`src/rtl/instr_fetch_unit.sv`:
```
// In-order instruction fetch front end: credit-limited request issue, prefetch FIFO, redirect flush.
// Optional performance counters are enabled with `define FETCH_PERF_CNT_EN.
module instr_fetch_unit_chk #(
   parameter int unsigned DEPTH = 4,
   parameter int unsigned CW    = 3
) (
   input logic          clk,
   input logic          reset,
   input logic          push,
   input logic [CW-1:0] count,
   input logic [CW-1:0] outstanding
);
   a_no_overflow: assert property (@(posedge clk) disable iff (reset)
      !(push && (count == CW'(DEPTH))));
   a_credit_bound: assert property (@(posedge clk) disable iff (reset)
      (outstanding <= CW'(DEPTH)));
endmodule

module instr_fetch_unit #(
   parameter int unsigned DEPTH    = 4,
   parameter logic [31:0] RESET_PC = 32'h0000_0000
) (
   input  logic        clk,
   input  logic        reset,
   output logic        mem_req_valid,
   input  logic        mem_req_ready,
   output logic [31:0] mem_req_addr,
   input  logic        mem_rsp_valid,
   input  logic [31:0] mem_rsp_data,
   output logic        instr_valid,
   output logic [31:0] instr_out,
   output logic [31:0] pc_out,
   output logic [31:0] pc_next_out,
   input  logic        id_ready,
   input  logic        redirect_valid,
   input  logic [31:0] redirect_pc
`ifdef FETCH_PERF_CNT_EN
   ,
   output logic [31:0] perf_fetched,
   output logic [31:0] perf_discarded,
   output logic [31:0] perf_stall_cycles
`endif
);
   localparam int unsigned AW = (DEPTH > 1) ? $clog2(DEPTH) : 1;
   localparam int unsigned CW = AW + 1;

   logic [31:0]   fifo_mem_r [DEPTH];
   logic [AW-1:0] rd_ptr_r;
   logic [AW-1:0] wr_ptr_r;
   logic [CW-1:0] count_r;
   logic [CW-1:0] outstanding_r;
   logic [CW-1:0] discard_r;
   logic [31:0]   fetch_pc_r;
   logic [31:0]   deliver_pc_r;

   logic [CW:0]   credit_sum_s;
   logic          req_hs_s;
   logic          push_s;
   logic          pop_s;
   logic          drop_s;
   logic [31:0]   redirect_pc_s;
   logic [CW-1:0] count_nxt_s;
   logic [CW-1:0] outstanding_nxt_s;
   logic [CW-1:0] discard_nxt_s;

   // Request credit, handshake and FIFO push/pop/drop decisions.
   always_comb begin
      credit_sum_s  = {1'b0, count_r} + {1'b0, outstanding_r};
      mem_req_valid = !reset && !redirect_valid && (credit_sum_s < (CW+1)'(DEPTH));
      mem_req_addr  = fetch_pc_r;
      req_hs_s      = mem_req_valid && mem_req_ready;
      instr_valid   = (count_r != {CW{1'b0}});
      pop_s         = instr_valid && id_ready && !redirect_valid;
      // A response landing in a redirect cycle belongs to the old path.
      drop_s        = mem_rsp_valid && (redirect_valid || (discard_r != {CW{1'b0}}));
      push_s        = mem_rsp_valid && !drop_s;
      redirect_pc_s = redirect_pc & 32'hFFFF_FFFC;
      if (instr_valid) begin
         instr_out = fifo_mem_r[rd_ptr_r];
      end else begin
         instr_out = 32'h0000_0000;
      end
      pc_out      = deliver_pc_r;
      pc_next_out = deliver_pc_r + 32'd4;
   end

   // Next values of the occupancy, in-flight and discard counters.
   always_comb begin
      count_nxt_s       = count_r;
      outstanding_nxt_s = outstanding_r;
      discard_nxt_s     = discard_r;
      if (redirect_valid) begin
         count_nxt_s       = {CW{1'b0}};
         outstanding_nxt_s = outstanding_r - CW'(mem_rsp_valid);
         discard_nxt_s     = outstanding_r - CW'(mem_rsp_valid);
      end else begin
         count_nxt_s       = count_r + CW'(push_s) - CW'(pop_s);
         outstanding_nxt_s = outstanding_r + CW'(req_hs_s) - CW'(mem_rsp_valid);
         if (mem_rsp_valid && (discard_r != {CW{1'b0}})) begin
            discard_nxt_s = discard_r - CW'(1);
         end else begin
            discard_nxt_s = discard_r;
         end
      end
   end

   // Control state: PCs, pointers and counters.
   always_ff @(posedge clk or posedge reset) begin
      if (reset) begin
         fetch_pc_r    <= RESET_PC;
         deliver_pc_r  <= RESET_PC;
         rd_ptr_r      <= {AW{1'b0}};
         wr_ptr_r      <= {AW{1'b0}};
         count_r       <= {CW{1'b0}};
         outstanding_r <= {CW{1'b0}};
         discard_r     <= {CW{1'b0}};
      end else begin
         count_r       <= count_nxt_s;
         outstanding_r <= outstanding_nxt_s;
         discard_r     <= discard_nxt_s;
         if (redirect_valid) begin
            fetch_pc_r   <= redirect_pc_s;
            deliver_pc_r <= redirect_pc_s;
            rd_ptr_r     <= {AW{1'b0}};
            wr_ptr_r     <= {AW{1'b0}};
         end else begin
            if (req_hs_s) begin
               fetch_pc_r <= fetch_pc_r + 32'd4;
            end
            if (pop_s) begin
               deliver_pc_r <= deliver_pc_r + 32'd4;
               rd_ptr_r     <= rd_ptr_r + AW'(1);
            end
            if (push_s) begin
               wr_ptr_r <= wr_ptr_r + AW'(1);
            end
         end
      end
   end

   // FIFO storage; contents are masked by count so no reset is needed.
   always_ff @(posedge clk) begin
      if (push_s) begin
         fifo_mem_r[wr_ptr_r] <= mem_rsp_data;
      end
   end

`ifdef FETCH_PERF_CNT_EN
   logic [31:0] perf_drop_inc_s;

   // Dropped responses plus entries thrown away by a flush.
   always_comb begin
      if (redirect_valid) begin
         perf_drop_inc_s = 32'(drop_s) + 32'(count_r);
      end else begin
         perf_drop_inc_s = 32'(drop_s);
      end
   end

   // Free-running wrap-around event counters.
   always_ff @(posedge clk or posedge reset) begin
      if (reset) begin
         perf_fetched      <= 32'h0000_0000;
         perf_discarded    <= 32'h0000_0000;
         perf_stall_cycles <= 32'h0000_0000;
      end else begin
         perf_fetched      <= perf_fetched + 32'(pop_s);
         perf_discarded    <= perf_discarded + perf_drop_inc_s;
         perf_stall_cycles <= perf_stall_cycles + 32'(instr_valid && !id_ready);
      end
   end
`endif

   instr_fetch_unit_chk #(.DEPTH(DEPTH), .CW(CW)) u_chk (
      .clk         (clk),
      .reset       (reset),
      .push        (push_s),
      .count       (count_r),
      .outstanding (outstanding_r)
   );
endmodule
```
`config.mk`:
```
export PLATFORM = sky130hd
export DESIGN_NAME = instr_fetch_unit
export DESIGN_NICKNAME = d
export VERILOG_FILES = /design/src/rtl/instr_fetch_unit.sv
export SDC_FILE = /design/constraint.sdc
export NUM_CORES = 1
export LEC_CHECK = 0
export BUFFER_PORTS_ARGS = -buffer_cell sky130_fd_sc_hd__clkbuf_2
export CORE_MARGIN = 2
export CORE_UTILIZATION = 25
export CTS_BUF_LIST = sky130_fd_sc_hd__clkbuf_4 sky130_fd_sc_hd__clkbuf_8 sky130_fd_sc_hd__clkbuf_16
export CTS_CLUSTER_DIAMETER = 150
export CTS_CLUSTER_SIZE = 16
export DETAILED_ROUTE_END_ITERATION = 10
export SETUP_SLACK_MARGIN = 0.02
export SLEW_MARGIN = 20
export SYNTH_ARGS = -nofsm -noshare
export SYNTH_HDL_FRONTEND = slang
export SYNTH_SLANG_ARGS = --single-unit
```
`constraint.sdc`:
```
create_clock -name clk -period 5.47 [get_ports clk]
set_clock_uncertainty 0.2 [all_clocks]
set_input_delay 0.2735 -clock clk [delete_from_list [all_inputs] [get_ports clk]]
set_output_delay 0.2735 -clock clk [all_outputs]
set_load 0.02 [all_outputs]
```
==> out/results.env, run 1 <==
RUN_STATUS='complete, no violations'
PERIOD_MINUS_SLACK_NS=3.41
POSTCTSSETUPBUFFERS=0
BOUNDARYPINS=200
GRT_MAX_DEGREE=82
R2R_CELLS=12
MAX_FREQ_MHz=293
POWER_DENSITY_nW_PER_UM2=358
FLIP_FLOP_AND_LATCH_COUNT_AFTER_SYNTHESIS=201
SLOWEST_STAGE='dfrtp_1'
AREA_GROWTH_PCT=26.8
HOLD_EP='pc_out[3]'
MAXCAPVIOLATIONS=0
GRT_PASS1_WL_UM=41000
CRITICAL_PATH_PEAK_FANOUT=34
ASYNC_RESET_FF_SHARE_PCT=36.3
HOLD_WORST_SLACK_NS=0.151
TIMING_WORST_SETUP_PATH_TYPE='flop to flop'
POST_LAYOUT_NONFILLER_INSTANCES=1514
FLOORPLAN.DIE_AREA_UM2=40000
NUMCTSBUFFERS=16
INITIAL_ANTENNA_VIOLATION_COUNT=1
PLACEABLECOREAREA_UM2=37800
DRT-PASS1-ITER-COUNT=6
END_KIND='flop'
SYNTH-WARNING-COUNT=0
CLOCKBUFFERDEPTH=3
ROUTE.ANTENNA.REMAINING_NETS=0
POST-ROUTE-DRC-COUNT=0
WORST_SLEW_MARGIN_REL_PCT=34.9
IO_BUFFER_COUNT=191
CRITICAL_PATH.CELL_CHAIN='ha_1, nand3_1, and4_1, buf_4, inv_2, ha_1, inv_1, ha_1, fa_1, xor2_1, o21ai_0, xor2_1'
GRT_OVERFLOW=0
CRIT_PATH_FREQUENT_CELL='ha_1'
CLASS_OF_THE_TIGHTEST_HOLD_OR_REMOVAL_CHECK='primary input to flop'
CRITICAL_PATH.MAX_STAGE_DELAY_NS=0.48
GRT_SETUP_UNREPAIRED='false'
FINALSETUPVIOLATIONS=0
WORST_EP_REQUIRED_TIME_NS=5.69
FINAL_LAYOUT_SIZE_SUFFIX_GT1_SHARE_PCT=27.9
FINAL.PERIOD_UTILIZATION_PCT=62.4
DIE_SPAN_IN_Y_UM=200
START_KIND='flop'
LAYOUT_COMMON_CELLS='clkbuf_2 (191), edfxtp_1 (128), dfrtp_1 (72)'
POSTROUTEWIRELENGTH_UM=27300
SYN_AVG_CELL_AREA_UM2=12.7
WORST_SLEW_PIN_SLEW_NS=0.977
PLACE_CONGESTION=0.866
DRT_FIRST_ITER_VIOLATIONS=427
CLOCK_TREE.HTREE_LEVEL_COUNT=1
STD_CELL_ROWS=71
RR_ENDPOINT='outstanding_r[2]'
PLACEMENT.SETUP.WORST_SLACK_NS=2.06
CRIT_BUF_INV=3
WORST-R2R-SETUP-SLACK_NS=2.06
CTS_SINKS=201
IR_WORST_VDD_mV=0.147
YS_SEQ_AREA_SHARE_PCT=59.0
VIAS=7091
PLACED_CELLS=1424
DETAIL_ROUTE.VIAS_PER_CELL=4.68
SYNTHESIS.AREA_UM2=9610
TIMING.SETUP.TNS_NS=0
CTSRESIZECOUNT=0
CP.ARRIVAL_NS=3.63
CTS_TREE='built'
FINALHOLDVIOLCOUNT=0
NUM-NETS-FINAL=1083
HOLD_DEPTH=5
SYNTHCELLS=759
WORST_SETUP_HOLD_PATH_CLK_SLEW_NS=0.07
WL_PER_CELL_UM=18.0
GR-USAGE-ALL-LAYERS_PCT=13.3
CLK-INSERTION-DELAY-LATE_NS=0.50
SYNTHFLOPTYPE='edfxtp_1'
SYNTH_EDF_COUNT=128
WORSTREG2REGSTART='count_r[1]'
VIAS_IN_THE_FIRST_GLOBAL_ROUTE=6963
MIN_FROM='id_ready'
CRITICAL_PATH.STARTPOINT='count_r[1]'
CLK_ROOT_BUFFER_CELL='clkbuf_16'
YOSYSUNIQUECELLTYPES=50
CRITICAL_PATH.TOP_DELAY_FAMILY='adder cells'
FLOORPLAN.INITIALDENSITY_PCT=25.4
LAYOUT_COMMONEST_CELL='clkbuf_2'
TOTAL_LEAKAGE_POWER_nW=4.62
TIMING.FINAL.MAX_SLEW_VIOLATIONS=0
TIMING.FINAL.WS_SETUP_NS=2.06
DIE_W_UM=200
HALF_PERIMETER_WIRE_LENGTH_AFTER_DETAILED_PLACEMENT_UM=18000
## registers in the layout (all words and copies together), names as in the netlist
name           count
fifo_mem_r       128
mem_req_addr      30
pc_out            30
count_r            3
discard_r          3
outstanding_r      3
rd_ptr_r           2
wr_ptr_r           2
## final cells by class
class                      instances  area, um^2
clock buffer                      23         453
sequential                       201        5670
tap                              511         639
inverter                          18        67.6
multi-input combinational        496        3670
timing repair buffer             262        1650
clock inverter                     2        25.0
antenna                            1        2.50
fill                            3793       25600
## report_power, final
group	switching, mW	internal (mW)
logic	0.783	0.525
registers	0.178	1.73
clock network	0.559	0.584
total	1.52	2.84
## cell families after synthesis
group           synth area share [%]
simple gates                    15.5
flops                           59.0
compound gates                  5.83
xor+xnor                        6.11
buf+inv                         3.06
mux                             7.92
fa+ha+maj                       2.50
other cells                   0.0390
## worst register-to-register path, stage by stage (launching register included)
cell and delay [ns]:
dfrtp_1 0.48, ha_1 0.35, nand3_1 0.09, and4_1 0.20, buf_4 0.26, inv_2 0.30, ha_1 0.38, inv_1 0.04
ha_1 0.18, fa_1 0.38, xor2_1 0.15, o21ai_0 0.18, xor2_1 0.16
## per-stage QoR
| stage | total power, mW | instance area (um^2) | utilization (%) |
|---|---|---|---|
| 2_1_floorplan | 2.77 | 9630 | - |
| 3_5_place_dp | 3.23 | 11100 | 29.3 |
| 3_3_place_gp | 3.22 | 11100 | 29.3 |
| 4_1_cts | 4.43 | 12200 | 32.3 |
| 5_1_grt | 4.62 | 12200 | 32.3 |
| 6_report | 4.36 | 12200 | 32.3 |
## worst max-delay path by stage
stage | endpoint | slack [ns] | cells after the start
after floorplan | outstanding_r[2] | 2.46 | 13
after global placement | outstanding_r[2] | 2.08 | 12
after detailed placement | outstanding_r[2] | 2.06 | 12
after CTS | outstanding_r[2] | 2.05 | 12
after global routing | outstanding_r[2] | 1.84 | 12
final | outstanding_r[2] | 2.06 | 12
## cell usage after synthesis, drive strengths merged, types with 16 or more instances
cell type	count	share of area (%)
xnor2	35	3.2
nand2	68	2.7
nor2	46	1.8
nor3	16	1.0
dfrtp	73	19
nor2b	33	2.1
nand4	22	1.5
nand3	45	2.5
inv	18	0.70
clkbuf	29	1.1
o21ai	44	2.3
buf	20	1.2
edfxtp	128	40
mux4	32	7.5
ha	16	2.1
xor2	32	2.9
## metal layers
metal,vias up,wire length (um),track usage (%)
met5,-,0,0
met4,0,886,4.42
met3,52,1600,2.17
met2,226,12400,20.4
met1,3544,12400,19.0
li1,3269,-,-
## repair_timing
| item | CTS | global route |
|---|---|---|
| hold buffers | 64 | 0 |
| endpoints found under the setup margin | 0 | 0 |
| hold endpoints to repair | 263 | 0 |
No activity file was read; power rests on OpenSTA's default activity.
==> run 2: changes to the inputs <==
Clock period 5.47 ns to 3.44 ns, I/O delays scaled along.
==> run 2 against run 1 <==
Effect of this change: final cell count grew 0.26%; clock-buffer cell count shrank 7; sequential power grew 59%; cell area grew 0.44%; global-route usage shrank 0.089 points.
==> out/results.env, run 2 (synthesized netlist as in run 1, its figures left out) <==
RUN_STATUS='complete, no violations'  # unchanged
POWER_DENSITY_nW_PER_UM2=559  # was 358 nW/um^2
CP.ARRIVAL_NS=2.77  # was 3.63 ns
VIAS_IN_THE_FIRST_GLOBAL_ROUTE=6845  # was 6963
DRT_FIRST_ITER_VIOLATIONS=452  # was 427
DRT-PASS1-ITER-COUNT=4  # was 6
LAYOUT_COMMONEST_CELL='clkbuf_2'  # unchanged
PLACEABLECOREAREA_UM2=37800  # unchanged
CRITICAL_PATH_PEAK_FANOUT=12  # was 34
AREA_GROWTH_PCT=27.4  # was 26.8%
CTS_TREE='built'  # unchanged
FINALHOLDVIOLCOUNT=0  # unchanged
LARGEST_REGISTER_FF_COUNT=128  # unchanged
LAYOUT_COMMON_CELLS='clkbuf_2 (191), edfxtp_1 (128), dfrtp_1 (72)'  # unchanged
REPORT.POWER.TOTAL_mW=6.84  # was 4.36 mW
WORST_EP_REQUIRED_TIME_NS=3.07  # was 5.69 ns
GR-USAGE-ALL-LAYERS_PCT=13.2  # was 13.3%
TIMING_WORST_SETUP_PATH_TYPE='flop to output port'  # was flop to flop
NUMCTSBUFFERS=16  # unchanged
CLOCK_POWER_SHARE_PCT=24.7  # was 26.2%
MET2_USAGE_PCT=20.6  # was 20.4%
ROUTE.ANTENNA.REMAINING_NETS=0  # unchanged
END_KIND='output port'  # was flop
PLACE_CONGESTION=0.903  # was 0.866
CRITICAL_PATH.MAX_STAGE_DELAY_NS=0.66  # was 0.48 ns
WORSTREG2REGSTART='count_r[2]'  # was count_r[1]
STD_CELL_ROWS=71  # unchanged
CLK_ROOT_BUFFER_CELL='clkbuf_16'  # unchanged
FILLER_CELL_COUNT=3808  # was 3793
DETAIL_ROUTE.VIAS_PER_CELL=4.59  # was 4.68
POST-ROUTE-DRC-COUNT=0  # unchanged
GRT_MAX_DEGREE=73  # was 82
MIN_FROM='id_ready'  # unchanged
CTS_SINKS=201  # unchanged
FINALSETUPVIOLATIONS=0  # unchanged
HALF_PERIMETER_WIRE_LENGTH_AFTER_DETAILED_PLACEMENT_UM=18700  # was 18000 um
POSTCTSSETUPBUFFERS=0  # unchanged
MAX_FREQ_MHz=318
CLOCK_TREE.HTREE_LEVEL_COUNT=1  # unchanged
FINAL.PERIOD_UTILIZATION_PCT=91.4
WL_PER_CELL_UM=17.8  # was 18.0 um
IR_WORST_VDD_mV=0.257  # was 0.147 mV
GLOBAL_ROUTE.USAGE.MET3_PCT=2.08  # was 2.17%
WORST_SETUP_HOLD_PATH_CLK_SLEW_NS=0.08  # was 0.07 ns
NUM-NETS-FINAL=1094  # was 1083
MAXCAPVIOLATIONS=0  # unchanged
FLOORPLAN.DIE_AREA_UM2=40000  # unchanged
MAX_FLOP_REGISTER='fifo_mem_r'  # unchanged
INTERNAL-POWER_mW=4.46  # was 2.84 mW
TIMING.FINAL.MAX_SLEW_VIOLATIONS=0  # unchanged
GRT_OVERFLOW=0  # unchanged
DIE_W_UM=200  # unchanged
IO_BUFFER_COUNT=191  # unchanged
VIAS=6969  # was 7091
SWITCHINGPOWER_mW=2.38  # was 1.52 mW
TOTAL_LEAKAGE_POWER_nW=4.65  # was 4.62 nW
FINAL_LAYOUT_SIZE_SUFFIX_GT1_SHARE_PCT=28.1  # was 27.9%
CLASS_OF_THE_TIGHTEST_HOLD_OR_REMOVAL_CHECK='primary input to flop'  # unchanged
INITIAL_ANTENNA_VIOLATION_COUNT=1  # unchanged
FLOORPLAN.INITIALDENSITY_PCT=25.4  # unchanged
CLK-INSERTION-DELAY-LATE_NS=0.48  # was 0.50 ns
WORST_SLEW_MARGIN_REL_PCT=39.0  # was 34.9%
CLOCKBUFFERDEPTH=3  # unchanged
BOUNDARYPINS=200  # unchanged
CTSRESIZECOUNT=0  # unchanged
DIE_SPAN_IN_Y_UM=200  # unchanged
POSTROUTEWIRELENGTH_UM=26900  # was 27300 um
WORST_SLEW_PIN_SLEW_NS=0.914  # was 0.977 ns
POWER.COMBINATIONAL.FRACTION_PCT=31.0  # was 30.0%
GROUTE.LAYER.MET1.USAGE_PCT=18.9  # was 19.0%
BUSIEST_LAYER='met2'  # unchanged
GRT_SETUP_UNREPAIRED='false'  # unchanged
GRT_PASS1_WL_UM=40400  # was 41000 um
CRITICAL_PATH.CELL_CHAIN='ha_1, nand3_4, or4_4, nor3_1, xor2_1, clkbuf_2'  # was ha_1, nand3_1, and4_1, buf_4, inv_2, ha_1, inv_1, ha_1, fa_1, xor2_1, o21ai_0, xor2_1
CRITICAL_PATH.STARTPOINT='pc_out[2]'  # was count_r[1]
SEQ_POWER_SHARE_PCT=44.3  # was 43.8%
PERIOD_MINUS_SLACK_NS=3.15
START_KIND='flop'  # unchanged
TIMING.SETUP.TNS_NS=0  # unchanged
P_SW_SHARE_PCT=34.8  # was 34.9%
SLOWEST_STAGE='or4_4'  # was dfrtp_1
==> run 2: changes by cell type in the layout (fill, tap and decap cells not counted) <==
cell,previous run,this run
clkbuf_4,7,0
dlygate4sd3_1,64,65
buf_6,1,0
buf_4,6,15
buf_12,0,2
==> run 2: cell type report <==
cell class	count	area, um^2	area share [%]
clock inverters	2	25.0	0.204
clock buffers	16	400	3.27
repair buffers	273	1760	14.4
diodes	1	2.50	0.0204
well taps	511	639	5.22
inverters	18	67.6	0.552
flip-flops and latches	201	5670	46.3
multi-input cells	496	3670	30.0
==> run 2: stage by stage <==
step	cell area, um^2	setup WS (ns)	hold slack, ns	util (%)	std cells
floorplan	9630	0.431	0.0709	-	764
CTS	12200	0.241	0.0831	32.4	1517
detailed placement	11200	0.647	0.191	29.6	1434
global route	12200	0.115	0.0960	32.4	1518
finish	12200	0.295	0.0924	32.4	1518
global placement	11200	0.548	0.190	29.6	1434
==> run 2: what timing repair did <==
action | in CTS | in global routing
endpoints found under the setup margin | 0 | 0
hold buffers | 65 | 0
hold endpoints to repair | 235 | 0
==> run 2: per-layer routing <==
layer,part of all wire (%),up-vias
li1,-,3277
met1,46,3465
met2,46,183
met3,5.2,44
met4,2.7,0
met5,0,-
==> run 2: worst paths after layout <==
path	end	slack (ns)	cells past startpoint
max in group asynchronous	discard_r[1]	1.98	4
max	pc_next_out[30]	0.29	6
min	pc_out[3]	0.09	5
max reg2reg	outstanding_r[2]	0.65	11
min reg2reg	outstanding_r[2]	0.32	1
min in group asynchronous	mem_req_addr[2]	0.26	3
==> run 2: worst max-delay path: cells and delay by family, from the launching register on <==
family	cells	cell delay, ns
DFF	1	0.51
adders and majority gates	1	0.31
and+or+nand+nor	3	1.09
buffers and inverters	1	0.19
xor gates and xnor gates	1	0.18
==> run 2: power groups by stage <==
stage / Sequential, mW / Clock, mW / Combinational, mW
floorplan: 3.06 / 0 / 1.34
global placement: 3.08 / 0 / 2.08
detailed placement: 3.08 / 0 / 2.10
CTS: 3.03 / 1.75 / 2.17
global route: 3.07 / 1.84 / 2.32
finish: 3.03 / 1.69 / 2.12
==> run 3: changes to the inputs <==
Clock period 3.44 ns to 4 ns, I/O delays scaled along.
==> run 3 against run 2 <==
Effect of this change: worst setup slack better by 0.48 ns; hold slack got worse by 0.032 ns; sequential share of layout area rose by 0.16 points; cell area down 0.35%; wire length increased by 0.20%; flip-flop and latch count stayed put; non-clock buffer count shrank 6; highest routed layer unchanged.
==> out/results.env, run 3 (synthesized netlist as in run 1, its figures left out) <==
CLK-INSERTION-DELAY-LATE_NS=0.49  # was 0.48 ns
NUMCTSBUFFERS=16  # unchanged
FILLER_CELL_COUNT=3799  # was 3808
CTS_TREE='built'  # unchanged
WORSTREG2REGSTART='count_r[2]'  # unchanged
CLK_ROOT_BUFFER_CELL='clkbuf_16'  # unchanged
RR_ENDPOINT='outstanding_r[2]'  # unchanged
CLOCKBUFFERDEPTH=3  # unchanged
TIMING.SETUP.TNS_NS=0  # unchanged
AREA_GROWTH_PCT=27.0  # was 27.4%
CRITICAL_PATH.MAX_STAGE_DELAY_NS=0.66  # about the same
FINALHOLDVIOLCOUNT=0  # unchanged
TOTAL_LEAKAGE_POWER_nW=4.62  # was 4.65 nW
POWER_DENSITY_nW_PER_UM2=483  # was 559 nW/um^2
DRT-PASS1-ITER-COUNT=5  # was 4
PERIOD_MINUS_SLACK_NS=3.22
WORST_SLEW_PIN_SLEW_NS=1.01  # was 0.914 ns
DIE_W_UM=200  # unchanged
RUN_STATUS='complete, no violations'  # unchanged
GRT_PASS1_WL_UM=40300  # was 40400 um
FINAL_AREA_UM2=12200  # about the same
GR-USAGE-ALL-LAYERS_PCT=13.2  # about the same
FINISH.UTILIZATION_PCT=32.3  # was 32.4%
IO_BUFFER_COUNT=191  # unchanged
PLACED_CELLS=1428  # was 1434
WORST_SLEW_MARGIN_REL_PCT=33.0  # was 39.0%
POST-ROUTE-DRC-COUNT=0  # unchanged
WORST_EP_REQUIRED_TIME_NS=3.60  # was 3.07 ns
BOUNDARYPINS=200  # unchanged
PLACEABLECOREAREA_UM2=37800  # unchanged
DIE_SPAN_IN_Y_UM=200  # unchanged
GRT_MAX_DEGREE=76  # was 73
FINAL_LAYOUT_SIZE_SUFFIX_GT1_SHARE_PCT=27.7  # was 28.1%
END_KIND='output port'  # unchanged
FLOORPLAN.DIE_AREA_UM2=40000  # unchanged
ROUTE.ANTENNA.REMAINING_NETS=0  # unchanged
POSTROUTEWIRELENGTH_UM=27000  # was 26900 um
VIAS_IN_THE_FIRST_GLOBAL_ROUTE=6876  # was 6845
GRT_OVERFLOW=0  # unchanged
TIMING_WORST_SETUP_PATH_TYPE='flop to output port'  # unchanged
INITIAL_ANTENNA_VIOLATION_COUNT=0  # was 1
SLOWEST_STAGE='or4_4'  # unchanged
CLASS_OF_THE_TIGHTEST_HOLD_OR_REMOVAL_CHECK='primary input to async pin'  # was primary input to flop
FINAL.PERIOD_UTILIZATION_PCT=80.5
N_ANTENNA_CELL=0  # was 1
LAYOUT_COMMON_CELLS='clkbuf_2 (191), edfxtp_1 (128), dfrtp_1 (72)'  # unchanged
PLACE_CONGESTION=0.882  # was 0.903
POSTCTSSETUPBUFFERS=0  # unchanged
FINALSETUPVIOLATIONS=0  # unchanged
LAYOUT_COMMONEST_CELL='clkbuf_2'  # unchanged
IR_WORST_VDD_mV=0.190  # was 0.257 mV
STD_CELL_ROWS=71  # unchanged
DRT_FIRST_ITER_VIOLATIONS=365  # was 452
WORST_SETUP_HOLD_PATH_CLK_SLEW_NS=0.08  # about the same
CTS_SINKS=201  # unchanged
CTSRESIZECOUNT=0  # unchanged
WORST-R2R-SETUP-SLACK_NS=1.17  # was 0.65 ns
MAX_FLOP_REGISTER='fifo_mem_r'  # unchanged
TIMING.FINAL.MAX_SLEW_VIOLATIONS=0  # unchanged
HALF_PERIMETER_WIRE_LENGTH_AFTER_DETAILED_PLACEMENT_UM=18200  # was 18700 um
START_KIND='flop'  # unchanged
R2R_CELLS=11  # unchanged
DETAIL_ROUTE.VIAS_PER_CELL=4.62  # was 4.59
WL_PER_CELL_UM=17.9  # was 17.8 um
CRITICAL_PATH.CELL_CHAIN='ha_1, nand3_4, or4_4, nor3_1, xor2_1, clkbuf_2'  # unchanged
VIAS=6978  # was 6969
GRT_SETUP_UNREPAIRED='false'  # unchanged
NUM-NETS-FINAL=1088  # was 1094
CRITICAL_PATH_PEAK_FANOUT=12  # unchanged
CP.ARRIVAL_NS=2.82  # was 2.77 ns
FLOORPLAN.INITIALDENSITY_PCT=25.4  # unchanged
LARGEST_REGISTER_FF_COUNT=128  # unchanged
CLOCK_TREE.HTREE_LEVEL_COUNT=1  # unchanged
POST_LAYOUT_NONFILLER_INSTANCES=1512  # was 1518
MAX_FREQ_MHz=311
MAXCAPVIOLATIONS=0  # unchanged
CRITICAL_PATH.STARTPOINT='pc_out[2]'  # unchanged
DPL_CELL_AREA_UM2=11100  # was 11200 um^2
[run 3: changes by cell type in the layout (fill, tap and decap cells not counted)]
cell,delta
buf_4,-6
clkbuf_4,+1
diode_2,-1
nor2_2,-1
nor2_1,+1
[run 3: layout make-up]
cell class | count | area [um^2] | share of cell area, %
Clock buffer | 17 | 408 | 3.34
Multi-Input combinational cell | 496 | 3670 | 30.1
Clock inverter | 2 | 25.0 | 0.205
Tap cell | 511 | 639 | 5.24
Sequential cell | 201 | 5670 | 46.5
Timing Repair Buffer | 267 | 1710 | 14.1
Inverter | 18 | 67.6 | 0.554
[run 3: worst max-delay path, delay by kind of cell (launching register included)]
family,cells,cell delay (ns)
flip-flops,1,0.53
AND/OR/NAND/NOR,3,1.09
buffers and inverters,1,0.19
XOR/XNOR,1,0.19
adder cells (fa/ha/maj),1,0.32
[run 3: repair_timing]
| action | 4_1_cts | 5_1_grt |
|---|---|---|
| hold endpoints to repair | 238 | 0 |
| setup endpoints to repair | 0 | 0 |
| hold buffers | 65 | 0 |
[run 3: routing by layer]
layer	share of wire, %	GRT usage, %	wire length (um)
met4	2.7	3.81	742
met2	46	20.8	12400
met1	46	18.5	12400
met5	0	0	0
met3	5.4	2.35	1460
[run 3: metrics by stage]
stage / hold slack [ns] / setup slack (ns) / total power, mW
floorplan: 0.0989 / 0.991 / 3.79
global placement: 0.0305 / 1.20 / 4.42
detailed placement: 0.0269 / 1.16 / 4.44
CTS: 0.0440 / 0.757 / 6.00
global route: 0.0846 / 0.621 / 6.25
finish: 0.0609 / 0.780 / 5.89
[run 3: how the worst max path moves through the flow]
stage	end	cells after the start	slack, ns
6_report	pc_next_out[30]	6	0.78
5_1_grt	pc_next_out[30]	6	0.62
4_1_cts	pc_next_out[30]	6	0.76
3_5_place_dp	outstanding_r[2]	11	1.16
3_3_place_gp	outstanding_r[2]	11	1.20
2_1_floorplan	outstanding_r[2]	13	0.99
[run 3: where the power goes]
| part | internal (mW) | leakage, nW | total, mW | switching (mW) |
|---|---|---|---|---|
| Sequential | 2.37 | 2.04 | 2.58 | 0.216 |
| Clock | 0.734 | 0.213 | 1.47 | 0.734 |
| Combinational | 0.742 | 2.36 | 1.84 | 1.10 |
